$ cat src/rtl/logic_sel_pkg.sv
// Shared opcode definitions for the switch-driven logic-function selector.
package logic_sel_pkg;

  localparam int unsigned OP_W = 3;

  typedef logic [OP_W-1:0] opcode_t;

  localparam opcode_t OP_NOT  = 3'd0;
  localparam opcode_t OP_BUF  = 3'd1;
  localparam opcode_t OP_XNOR = 3'd2;
  localparam opcode_t OP_XOR  = 3'd3;
  localparam opcode_t OP_OR   = 3'd4;
  localparam opcode_t OP_NOR  = 3'd5;
  localparam opcode_t OP_AND  = 3'd6;
  localparam opcode_t OP_NAND = 3'd7;

endpackage

$ cat src/rtl/logic_sel_unit_if.sv
// Operand/select/result bundle between switch inputs and the logic selector.
interface logic_sel_unit_if
  import logic_sel_pkg::*;
#(
  parameter int unsigned WIDTH = 1
);

  logic [WIDTH-1:0] sw0;
  logic [WIDTH-1:0] sw1;
  opcode_t          select;
  logic [WIDTH-1:0] out;

  modport master (output sw0, output sw1, output select, input  out);
  modport slave  (input  sw0, input  sw1, input  select, output out);

endinterface

$ cat src/rtl/logic_sel_core.sv
// Combinational bitwise 2-input logic function chosen by a 3-bit opcode.
module logic_sel_core
  import logic_sel_pkg::*;
#(
  parameter int unsigned WIDTH = 1
) (
  input  logic [WIDTH-1:0] a,
  input  logic [WIDTH-1:0] b,
  input  opcode_t          op,
  output logic [WIDTH-1:0] result_c
);

  always_comb begin
    result_c = ~a;
    case (op)
      OP_NOT:  result_c = ~a;
      OP_BUF:  result_c = a;
      OP_XNOR: result_c = ~(a ^ b);
      OP_XOR:  result_c = a ^ b;
      OP_OR:   result_c = a | b;
      OP_NOR:  result_c = ~(a | b);
      OP_AND:  result_c = a & b;
      OP_NAND: result_c = ~(a & b);
      default: result_c = ~a;
    endcase
  end

endmodule

$ cat src/rtl/logic_sel_unit.sv
// Logic-function selector with registered result; define LOGIC_SEL_UNIT_INPUT_SYNC_EN
// to add 2-flop synchronizers on sw0, sw1 and select (latency 3 instead of 1).
module logic_sel_unit
  import logic_sel_pkg::*;
#(
  parameter int unsigned WIDTH = 1
) (
  input  logic             clk,
  input  logic             rst,
  logic_sel_unit_if.slave  bus
);

  logic [WIDTH-1:0] a;
  logic [WIDTH-1:0] b;
  opcode_t          op;
  logic [WIDTH-1:0] result_c;
  logic [WIDTH-1:0] out_q;

`ifdef LOGIC_SEL_UNIT_INPUT_SYNC_EN
  logic [WIDTH-1:0] sw0_s1, sw0_s2;
  logic [WIDTH-1:0] sw1_s1, sw1_s2;
  opcode_t          sel_s1, sel_s2;

  // Switches are asynchronous to clk; two flops per bit before use.
  always_ff @(posedge clk) begin
    if (rst) begin
      sw0_s1 <= '0;
      sw0_s2 <= '0;
      sw1_s1 <= '0;
      sw1_s2 <= '0;
      sel_s1 <= '0;
      sel_s2 <= '0;
    end else begin
      sw0_s1 <= bus.sw0;
      sw0_s2 <= sw0_s1;
      sw1_s1 <= bus.sw1;
      sw1_s2 <= sw1_s1;
      sel_s1 <= bus.select;
      sel_s2 <= sel_s1;
    end
  end

  assign a  = sw0_s2;
  assign b  = sw1_s2;
  assign op = sel_s2;
`else
  assign a  = bus.sw0;
  assign b  = bus.sw1;
  assign op = bus.select;
`endif

  logic_sel_core #(.WIDTH(WIDTH)) u_core (
    .a        (a),
    .b        (b),
    .op       (op),
    .result_c (result_c)
  );

  // Result register; reset wins over any computed value.
  always_ff @(posedge clk) begin
    if (rst) begin
      out_q <= '0;
    end else begin
      out_q <= result_c;
    end
  end

  assign bus.out = out_q;

endmodule

$ cat src/flat_wrapper.sv
// flat-port wrapper written by rule: the top's interface ports become plain ports
module logic_sel_unit_flat import logic_sel_pkg::*;
#(
  parameter int unsigned WIDTH = 1
)
  (clk, rst, bus_sw0, bus_sw1, bus_select, bus_out);
  logic_sel_unit_if #(.WIDTH(WIDTH)) bus_i ();
  input  logic clk;
  input  logic rst;
  input wire logic [$bits(bus_i.sw0)-1:0] bus_sw0;
  input wire logic [$bits(bus_i.sw1)-1:0] bus_sw1;
  input wire logic [$bits(bus_i.select)-1:0] bus_select;
  output wire logic [$bits(bus_i.out)-1:0] bus_out;
  assign bus_i.sw0 = bus_sw0;
  assign bus_i.sw1 = bus_sw1;
  assign bus_i.select = bus_select;
  assign bus_out = bus_i.out;
  logic_sel_unit #(.WIDTH(WIDTH)) u_core (.clk(clk), .rst(rst), .bus(bus_i));
endmodule
$ cat config.mk
export PLATFORM = sky130hd
export DESIGN_NAME = logic_sel_unit_flat
export DESIGN_NICKNAME = d
export VERILOG_FILES = /design/src/rtl/logic_sel_pkg.sv /design/src/rtl/logic_sel_unit_if.sv /design/src/rtl/logic_sel_core.sv /design/src/rtl/logic_sel_unit.sv /design/src/flat_wrapper.sv
export SDC_FILE = /design/constraint.sdc
export NUM_CORES = 1
export LEC_CHECK = 0
export ABC_CLOCK_PERIOD_IN_PS = 2430
export CAP_MARGIN = 15
export CORE_AREA = 2 2 39 41
export DETAILED_ROUTE_END_ITERATION = 10
export DIE_AREA = 0 0 41 43
export SETUP_SLACK_MARGIN = 0.15
export SYNTH_ARGS = -nofsm -noshare
export SYNTH_HDL_FRONTEND = slang
export SYNTH_SLANG_ARGS = --single-unit
$ cat constraint.sdc
create_clock -name clk -period 2.43 [get_ports clk]
set_clock_uncertainty 0.1 [all_clocks]
set_input_delay 0.486 -clock clk [delete_from_list [all_inputs] [get_ports clk]]
set_output_delay 0.486 -clock clk [all_outputs]
set_load 0.02 [all_outputs]
==> impl_results.rst, run 1 <==
.. list-table::
   :header-rows: 1

   * - Metric
     - Value
   * - Outcome
     - complete, no violations
   * - Total of buffers placed on input and output ports
     - 7
   * - Iter 0 DRT Violations
     - 0
   * - Achievable Freq
     - 526 MHz
   * - Proportion of synthesized flip-flops having asynchronous set or reset
     - 0%
   * - Kind of launch point of the worst setup path
     - input pin
   * - Full die area
     - 0.00176 mm2
   * - Post-Syn Nets
     - 25
   * - Post-synthesis average cell area
     - 8.05 um2
   * - Launch point of the worst path
     - bus_sw0
   * - Static leakage
     - 0.0939 nW
   * - Fraction of final layout cells sized beyond drive strength 1
     - 0%
   * - DRC violation count after routing
     - 0
   * - Initial Utilization
     - 9.31%
   * - Via Count
     - 118
   * - Number of nets still failing antenna checks after routing
     - 0
   * - Antenna diodes
     - 0
   * - Width of the die
     - 41 um
   * - HPWL reported at the end of detailed placement
     - 203 um
   * - Final Routed Wirelength
     - 231 um
   * - Min Tclk post-route
     - 1900 ps
   * - Number of max-cap violations
     - 0
   * - Delay of the slowest cell on the worst path
     - 500 ps
   * - Placeable core region
     - 0.00138 mm2
   * - Dominant synthesized flop cell
     - sky130_fd_sc_hd__dfxtp_1
   * - Highest ir drop seen on vdd
     - 46.5 uV
   * - Hold-fix buffer count after cts
     - 0
   * - Standard cell with the maximum stage delay on the critical path
     - sky130_fd_sc_hd__clkdlybuf4s50_1
   * - Final Cycle Share
     - 78.2%
   * - Number of filler instances in the final layout
     - 154
   * - Worst Path Arrival
     - 1740 ps
   * - Vias in the first global route
     - 98
   * - Worst max-slew margin expressed relative to the limit
     - 86.6%
   * - Area occupied by multi-input gates
     - 101 um2
   * - Yosys warnings
     - 0
   * - TNS Setup
     - 0 ps
   * - Number of different library cells in the post-synthesis netlist
     - 11
   * - Growth of design area from synthesis to finish
     - 69.9%
   * - Number of rows created at floorplan
     - 14
   * - Flip-flop and latch area
     - 20.0 um2
   * - Setup CP Type
     - input pin to register
   * - Highest net fanout along the worst path
     - 3
   * - Portion of the post-synthesis area used by sequential elements
     - 15.5%
   * - Die height
     - 43 um
   * - Total congestion overflow
     - 0
   * - Flip-flop and latch count after synthesis
     - 1
   * - Antenna violations before repair
     - 0
   * - Post-synthesis cell type with the largest combined area
     - sky130_fd_sc_hd__ha_1
   * - Area share of the largest cell type after synthesis
     - 19.4%
   * - I/O Pins
     - 8
   * - Routability Congestion
     - 0.551
   * - Final core utilization
     - 15.8%
   * - Via density per instance
     - 3.03
   * - Worst-margin pin slew
     - 196 ps
   * - Global-route wire length before repair
     - 393 um
   * - Average detailed-routed wire length per instance
     - 5.92 um
   * - Hold violation count in the final report
     - 0
   * - Synthesized cell area
     - 129 um2
   * - Termination of the worst setup path
     - u_core.bus.out
   * - # resized after CTS
     - 0
   * - Ranking of synthesized cells by area
     - sky130_fd_sc_hd__ha_1 19%, sky130_fd_sc_hd__dfxtp_1 16%, sky130_fd_sc_hd__mux2i_1 16%
   * - Max FFs per register
     - 1
   * - Ratio of total power to cell area
     - 217 mW/mm2
   * - List of most frequent post-synthesis cells
     - 2 x sky130_fd_sc_hd__ha_1, 2 x sky130_fd_sc_hd__inv_1, 2 x sky130_fd_sc_hd__mux2i_1, 2 x sky130_fd_sc_hd__nand3_1, 2 x sky130_fd_sc_hd__nor3b_1
   * - Number of optimization iterations in the first detailed-route pass
     - 1
   * - Number of enable flip-flop cells after synthesis
     - 0
   * - Worst hold path class
     - input pin to register
   * - Setup-violating endpoint count in the final report
     - 0
   * - Total GRT Usage
     - 2.90%
   * - Maximum number of pins on one net before global-route repair
     - 5
   * - Post-CTS Repair Setup Buffers
     - 0
   * - Critical path data required time
     - 2270 ps
   * - Ordered cell list for the critical path
     - clkdlybuf4s50_1, inv_1, ha_1, nand2b_1, a211o_1, nand3_1
   * - Setup repair after global routing missed its margin
     - no
   * - Clock-pin slew on the worst setup and hold paths
     - 0 ps
   * - Final net count
     - 34
   * - CP Capture Type
     - register
   * - Number of slew-limit violations in the final report
     - 0
   * - Syn Inst Count
     - 16
## critical path, delay by kind of cell
family                     cells  cell delay [ps]
buffers and inverters          2              550
and+or+nand+nor                2              140
AOI/OAI and AO/OA              1              290
adders and majority gates      1              270
## metrics by stage
stage	hold WS (ps)	instances	instance area (um2)	power, mW	worst slack [ps]
after detailed placement	1140	39	219	0.0476	523
after floorplan	570	16	129	0.0308	1080
after global routing	1180	39	219	0.0511	446
final	1130	39	219	0.0475	530
after global placement	1130	39	219	0.0474	524
after CTS	1140	39	219	0.0479	521
## cell usage in the layout (no fill, tap or decap), drive strengths merged
cell / count
a211o: 1
clkdlybuf4s50: 7
dfxtp: 1
ha: 2
inv: 2
mux2i: 2
nand2: 1
nand2b: 1
nand3: 2
nor3: 1
nor3b: 2
or2b: 1
## layout make-up
class	count	area share (%)
multi-input cells	13	46.3
flip-flops and latches	1	9.14
inverters	2	3.43
well taps	16	9.14
repair buffers	7	32.0
## power breakdown
part	switching [mW]	internal (mW)	total, mW
Clock	0	0	0
Combinational	0.0113	0.0174	0.0287
Sequential	0.000364	0.0185	0.0188
## layer usage
metal	share of wire (%)	vias to the layer above	GRT usage, %
met2	25	7	2.81
li1	-	70	-
met3	14	0	0
met4	0	0	0
met1	61	41	6.35
met5	0	-	0
## cell families after synthesis
logic type	count (synthesis)	synth area share (%)
adder cells (fa/ha/maj)	2	19.4
flip-flops	1	15.5
AND/OR/NAND/NOR	8	36.9
multiplexers	2	15.5
buffers and inverters	2	5.83
AO/OA/AOI/OAI	1	6.80
## how the worst min path moves through the flow
stage | from | to | slack [ps] | cells past startpoint
2_1_floorplan | rst | u_core.bus.out | 570 | 2
3_3_place_gp | bus_select[1] | u_core.bus.out | 1130 | 4
3_5_place_dp | bus_select[1] | u_core.bus.out | 1140 | 4
4_1_cts | bus_select[1] | u_core.bus.out | 1140 | 4
5_1_grt | rst | u_core.bus.out | 1180 | 3
6_report | bus_select[1] | u_core.bus.out | 1130 | 4
(Power assumes the default switching activity.)
==> run 2: changes to the inputs <==
Settings changed: ABC_CLOCK_PERIOD_IN_PS 2430 to 1900.
Clock period 2.43 ns to 1.9 ns, I/O delays scaled along.
==> run 2 against run 1 <==
Compared with the run above: via count grew 4.2%; sequential cell count unchanged; first-iteration DRC count unchanged; design area fell by 1.1%; critical path depth fell by 2; power rose by 25%; sequential power up 28%; critical endpoint unchanged; largest cell class unchanged.
==> impl_results.rst, run 2 (synthesis gave the netlist of run 1 again) <==
.. list-table::
   :header-rows: 1

   * - Metric
     - Value
   * - Logic depth of the worst setup path including buffers
     - 4
   * - Number of slew-limit violations in the final report
     - 0
   * - Post-CTS Repair Setup Buffers
     - 0
   * - Growth of design area from synthesis to finish
     - 68.0%
   * - Outcome
     - complete, no violations
   * - Final standard cell area without fillers
     - 216 um2
   * - Pre-CTS WS
     - 88.1 ps
   * - Number of max-cap violations
     - 0
   * - Delay of the slowest cell on the worst path
     - 510 ps
   * - Total congestion overflow
     - 0
   * - Area post-placement
     - 219 um2
   * - Clock share of power
     - 0%
   * - Worst Setup Slack, final
     - 269 ps
   * - Number of filler instances in the final layout
     - 156
   * - Sequential group share of total power
     - 40.5%
   * - Depth of the worst hold-timing path
     - 4
   * - Hold-fix buffer count after cts
     - 0
   * - Combinational Power Share
     - 59.5%
   * - Clock-pin slew on the worst setup and hold paths
     - 0 ps
   * - TNS Setup
     - 0 ps
   * - Worst hold path endpoint
     - u_core.bus.out
   * - Switching share of total power
     - 25.4%
   * - Setup CP Type
     - input pin to register
   * - Cells after DPL
     - 39
   * - Total of buffers placed on input and output ports
     - 7
   * - Routability Congestion
     - 0.552
   * - I/O Pins
     - 8
   * - Highest ir drop seen on vdd
     - 60.1 uV
   * - Antenna violations before repair
     - 0
   * - Vias in the first global route
     - 114
   * - Ordered cell list for the critical path
     - clkdlybuf4s50_1, or2b_1, a211o_1, nand3_1
   * - HPWL reported at the end of detailed placement
     - 217 um
   * - Final net count
     - 34
   * - Cell-internal power
     - 0.0444 mW
   * - Initial Utilization
     - 9.31%
   * - Setup-violating endpoint count in the final report
     - 0
   * - Average detailed-routed wire length per instance
     - 6.23 um
   * - CP Capture Type
     - register
   * - Worst hold path class
     - input pin to register
   * - DRC violation count after routing
     - 0
   * - Highest net fanout along the worst path
     - 3
   * - Worst Path Arrival
     - 1470 ps
   * - Min Tclk post-route
     - 1630 ps
   * - Via Count
     - 123
   * - Switching component of the power
     - 0.0151 mW
   * - Total power of the final layout
     - 0.0595 mW
   * - Ratio of total power to cell area
     - 275 mW/mm2
   * - Number of nets still failing antenna checks after routing
     - 0
   * - Full die area
     - 0.00176 mm2
   * - Crit path buf inv count
     - 1
   * - Achievable Freq
     - 613 MHz
   * - Number of standard cells in the final layout excluding fillers
     - 39
   * - Number of optimization iterations in the first detailed-route pass
     - 1
   * - Max FFs per register
     - 1
   * - Setup repair after global routing missed its margin
     - no
   * - Iter 0 DRT Violations
     - 0
   * - Standard cell with the maximum stage delay on the critical path
     - sky130_fd_sc_hd__clkdlybuf4s50_1
   * - Final Cycle Share
     - 85.8%
   * - Maximum number of pins on one net before global-route repair
     - 5
   * - # resized after CTS
     - 2
   * - Global-route wire length before repair
     - 448 um
   * - Via density per instance
     - 3.15
   * - Hold path startpoint
     - bus_sw0
   * - Antenna diodes
     - 0
   * - Fraction of final layout cells sized beyond drive strength 1
     - 0%
   * - Die height
     - 43 um
   * - Worst-margin pin slew
     - 175 ps
   * - Final Routed Wirelength
     - 243 um
   * - Critical path data required time
     - 1740 ps
   * - Total GRT Usage
     - 3.30%
   * - Width of the die
     - 41 um
   * - Leading cell type in the layout, fill and taps excluded
     - sky130_fd_sc_hd__clkdlybuf4s50_1
   * - Category of cells accounting for the largest share of critical-path delay
     - buffers and inverters
   * - Hold violation count in the final report
     - 0
   * - Worst max-slew margin expressed relative to the limit
     - 88.0%
   * - Number of rows created at floorplan
     - 14
   * - Kind of launch point of the worst setup path
     - input pin
   * - Static leakage
     - 0.0966 nW
   * - Placeable core region
     - 0.00138 mm2
-- run 2: changes by cell type in the layout (fill, tap and decap cells not counted), sizes merged --
cell / previous run / this run
clkdlybuf4s50: 7 / 5
dlygate4sd2: 0 / 2
-- run 2: area by class of cell --
class	instances	area [um2]	share of cell area, %
multi-input cells	13	101	46.8
repair buffers	7	67.6	31.2
flip-flops and latches	1	20.0	9.25
well taps	16	20.0	9.25
inverters	2	7.51	3.47
-- run 2: worst max-delay path by stage --
stage / slack [ps] / to / startpoint
after global routing: 190 / u_core.bus.out / bus_select[2]
after CTS: 260 / u_core.bus.out / bus_select[2]
final: 270 / u_core.bus.out / bus_select[2]
after floorplan: 660 / u_core.bus.out / bus_sw1
after global placement: 110 / u_core.bus.out / bus_sw0
after detailed placement: 90 / u_core.bus.out / bus_sw0
-- run 2: layer usage --
| layer | vias up | share of wire (%) | track usage (%) |
|---|---|---|---|
| li1 | 70 | - | - |
| met1 | 46 | 56 | 5.71 |
| met2 | 7 | 29 | 4.69 |
| met3 | 0 | 15 | 0 |
| met4 | 0 | 0 | 0 |
| met5 | - | 0 | 0 |
-- run 2: stage by stage --
step	utilization, %	hold slack (ps)
after floorplan	-	464
after CTS	15.6	834
final	15.6	829
after global routing	15.6	882
after global placement	15.8	1020
after detailed placement	15.8	1030
-- run 2: power by group through the flow --
stage          sequential, mW  clock (mW)  combinational, mW
3_3_place_gp           0.0242           0             0.0365
2_1_floorplan          0.0270           0             0.0123
3_5_place_dp           0.0241           0             0.0371
5_1_grt                0.0243           0             0.0403
6_report               0.0241           0             0.0354
4_1_cts                0.0241           0             0.0358
==> run 3: changes to the inputs <==
Settings changed: DONT_BUFFER_PORTS set to 1, TNS_END_PERCENT set to 5.
==> run 3 against run 2 <==
Compared with the run above: global-route usage down 0.70 points; hold slack got worse by 350 ps; first-iteration DRC count increased by 1; design area decreased by 31%; highest routed layer unchanged; final cell count shrank 18%; maximum frequency increased by 26%; critical endpoint unchanged; die area did not move; sequential power rose by 12%; power fell by 30%; combinational power down 58%; routed wire length up 2.9%.
==> impl_results.rst, run 3 (synthesis gave the netlist of run 1 again) <==
.. list-table::
   :header-rows: 1

   * - Metric
     - Value
   * - Outcome
     - complete, no violations
   * - Number of rows created at floorplan
     - 14
   * - Category of cells accounting for the largest share of critical-path delay
     - simple AND/OR/NAND/NOR gates
   * - Ratio of total power to cell area
     - 282 mW/mm2
   * - Worst Path Arrival
     - 1130 ps
   * - Setup repair after global routing missed its margin
     - no
   * - Ordered cell list for the critical path
     - ha_1, or2b_1, a211o_1, nand3_1
   * - Number of optimization iterations in the first detailed-route pass
     - 2
   * - Worst max-slew margin expressed relative to the limit
     - 84.6%
   * - Achievable Freq
     - 774 MHz
   * - Average detailed-routed wire length per instance
     - 7.81 um
   * - Full die area
     - 0.00176 mm2
   * - Commonest non-fill, non-tap cells in the layout
     - 2 x sky130_fd_sc_hd__inv_1, 2 x sky130_fd_sc_hd__nor3b_1, 2 x sky130_fd_sc_hd__mux2i_1, 2 x sky130_fd_sc_hd__nand3_1, 2 x sky130_fd_sc_hd__ha_1
   * - Number of max-cap violations
     - 0
   * - Final Cycle Share
     - 68.0%
   * - Static leakage
     - 0.0668 nW
   * - Hold path startpoint
     - rst
   * - Total of buffers placed on input and output ports
     - 0
   * - Setup-violating endpoint count in the final report
     - 0
   * - Die height
     - 43 um
   * - # resized after CTS
     - 0
   * - Worst-margin pin slew
     - 225 ps
   * - Via Count
     - 109
   * - Vias in the first global route
     - 91
   * - Worst hold path endpoint
     - u_core.bus.out
   * - Global-route wire length before repair
     - 310 um
   * - Maximum number of pins on one net before global-route repair
     - 5
   * - Worst Setup Slack, final
     - 608 ps
   * - Depth of the worst hold-timing path
     - 2
   * - Clock-pin slew on the worst setup and hold paths
     - 0 ps
   * - TNS Setup
     - 0 ps
   * - I/O Pins
     - 8
   * - Kind of launch point of the worst setup path
     - input pin
   * - Initial Utilization
     - 9.31%
   * - CP Capture Type
     - register
   * - DRC violation count after routing
     - 0
   * - Growth of design area from synthesis to finish
     - 15.5%
   * - Worst hold path class
     - input pin to register
   * - Routability Congestion
     - 0.517
   * - Final net count
     - 27
   * - Placeable core region
     - 0.00138 mm2
   * - Max FFs per register
     - 1
   * - Pre-CTS WS
     - 565 ps
   * - Post-CTS Repair Setup Buffers
     - 0
   * - Hold violation count in the final report
     - 0
   * - Fraction of final layout cells sized beyond drive strength 1
     - 0%
   * - Total GRT Usage
     - 2.60%
   * - Final Routed Wirelength
     - 250 um
   * - Min Hold Slack
     - 476 ps
   * - Crit path buf inv count
     - 0
   * - Hold-fix buffer count after cts
     - 0
   * - Number of slew-limit violations in the final report
     - 0
   * - Setup CP Type
     - input pin to register
   * - Critical path data required time
     - 1740 ps
   * - Antenna violations before repair
     - 0
   * - Min Tclk post-route
     - 1290 ps
   * - Iter 0 DRT Violations
     - 1
   * - Highest net fanout along the worst path
     - 2
   * - Highest ir drop seen on vdd
     - 53.4 uV
   * - Via density per instance
     - 3.41
   * - Antenna diodes
     - 0
   * - Standard cell with the maximum stage delay on the critical path
     - sky130_fd_sc_hd__a211o_1
   * - Delay of the slowest cell on the worst path
     - 260 ps
   * - Width of the die
     - 41 um
   * - Total congestion overflow
     - 0
   * - Number of nets still failing antenna checks after routing
     - 0
run 3: cell types whose count changed in the layout (fill, tap and decap cells not counted):
cell / previous run / this run
sky130_fd_sc_hd__clkdlybuf4s50_1: 5 / 0
sky130_fd_sc_hd__dlygate4sd2_1: 2 / 0
run 3: report_power, final:
part           leakage, nW  switching [mW]  total [mW]  internal (mW)
sequential         0.00832         0.00338      0.0271         0.0237
combinational       0.0584         0.00676      0.0148        0.00807
clock                    0               0           0              0
total               0.0668          0.0101      0.0419         0.0318
run 3: final cells by class:
type / instances / area (um2)
Inverter: 2 / 7.51
Sequential cell: 1 / 20.0
Multi-Input combinational cell: 13 / 101
Fill cell: 156 / 1230
Tap cell: 16 / 20.0
run 3: worst max-delay path by stage:
stage	start	cells after the start	slack (ps)	end
final	bus_sw1	4	610	u_core.bus.out
after global routing	bus_sw1	5	510	u_core.bus.out
after CTS	bus_sw1	5	570	u_core.bus.out
after detailed placement	bus_sw1	5	570	u_core.bus.out
after global placement	bus_sw1	5	570	u_core.bus.out
after floorplan	bus_sw1	4	660	u_core.bus.out
run 3: through the flow:
step | instance area [um2] | utilization [%] | instances | total power [mW]
floorplan | 129 | - | 16 | 0.0393
global placement | 149 | 10.8 | 32 | 0.0418
detailed placement | 149 | 10.8 | 32 | 0.0425
CTS | 149 | 10.8 | 32 | 0.0425
global route | 149 | 10.8 | 32 | 0.0448
finish | 149 | 10.8 | 32 | 0.0419
run 3: per-layer routing:
layer	track usage [%]	wire length (um)
met1	3.48	132
met2	4.38	82
met3	0.524	36
met4	0	0
met5	0	0
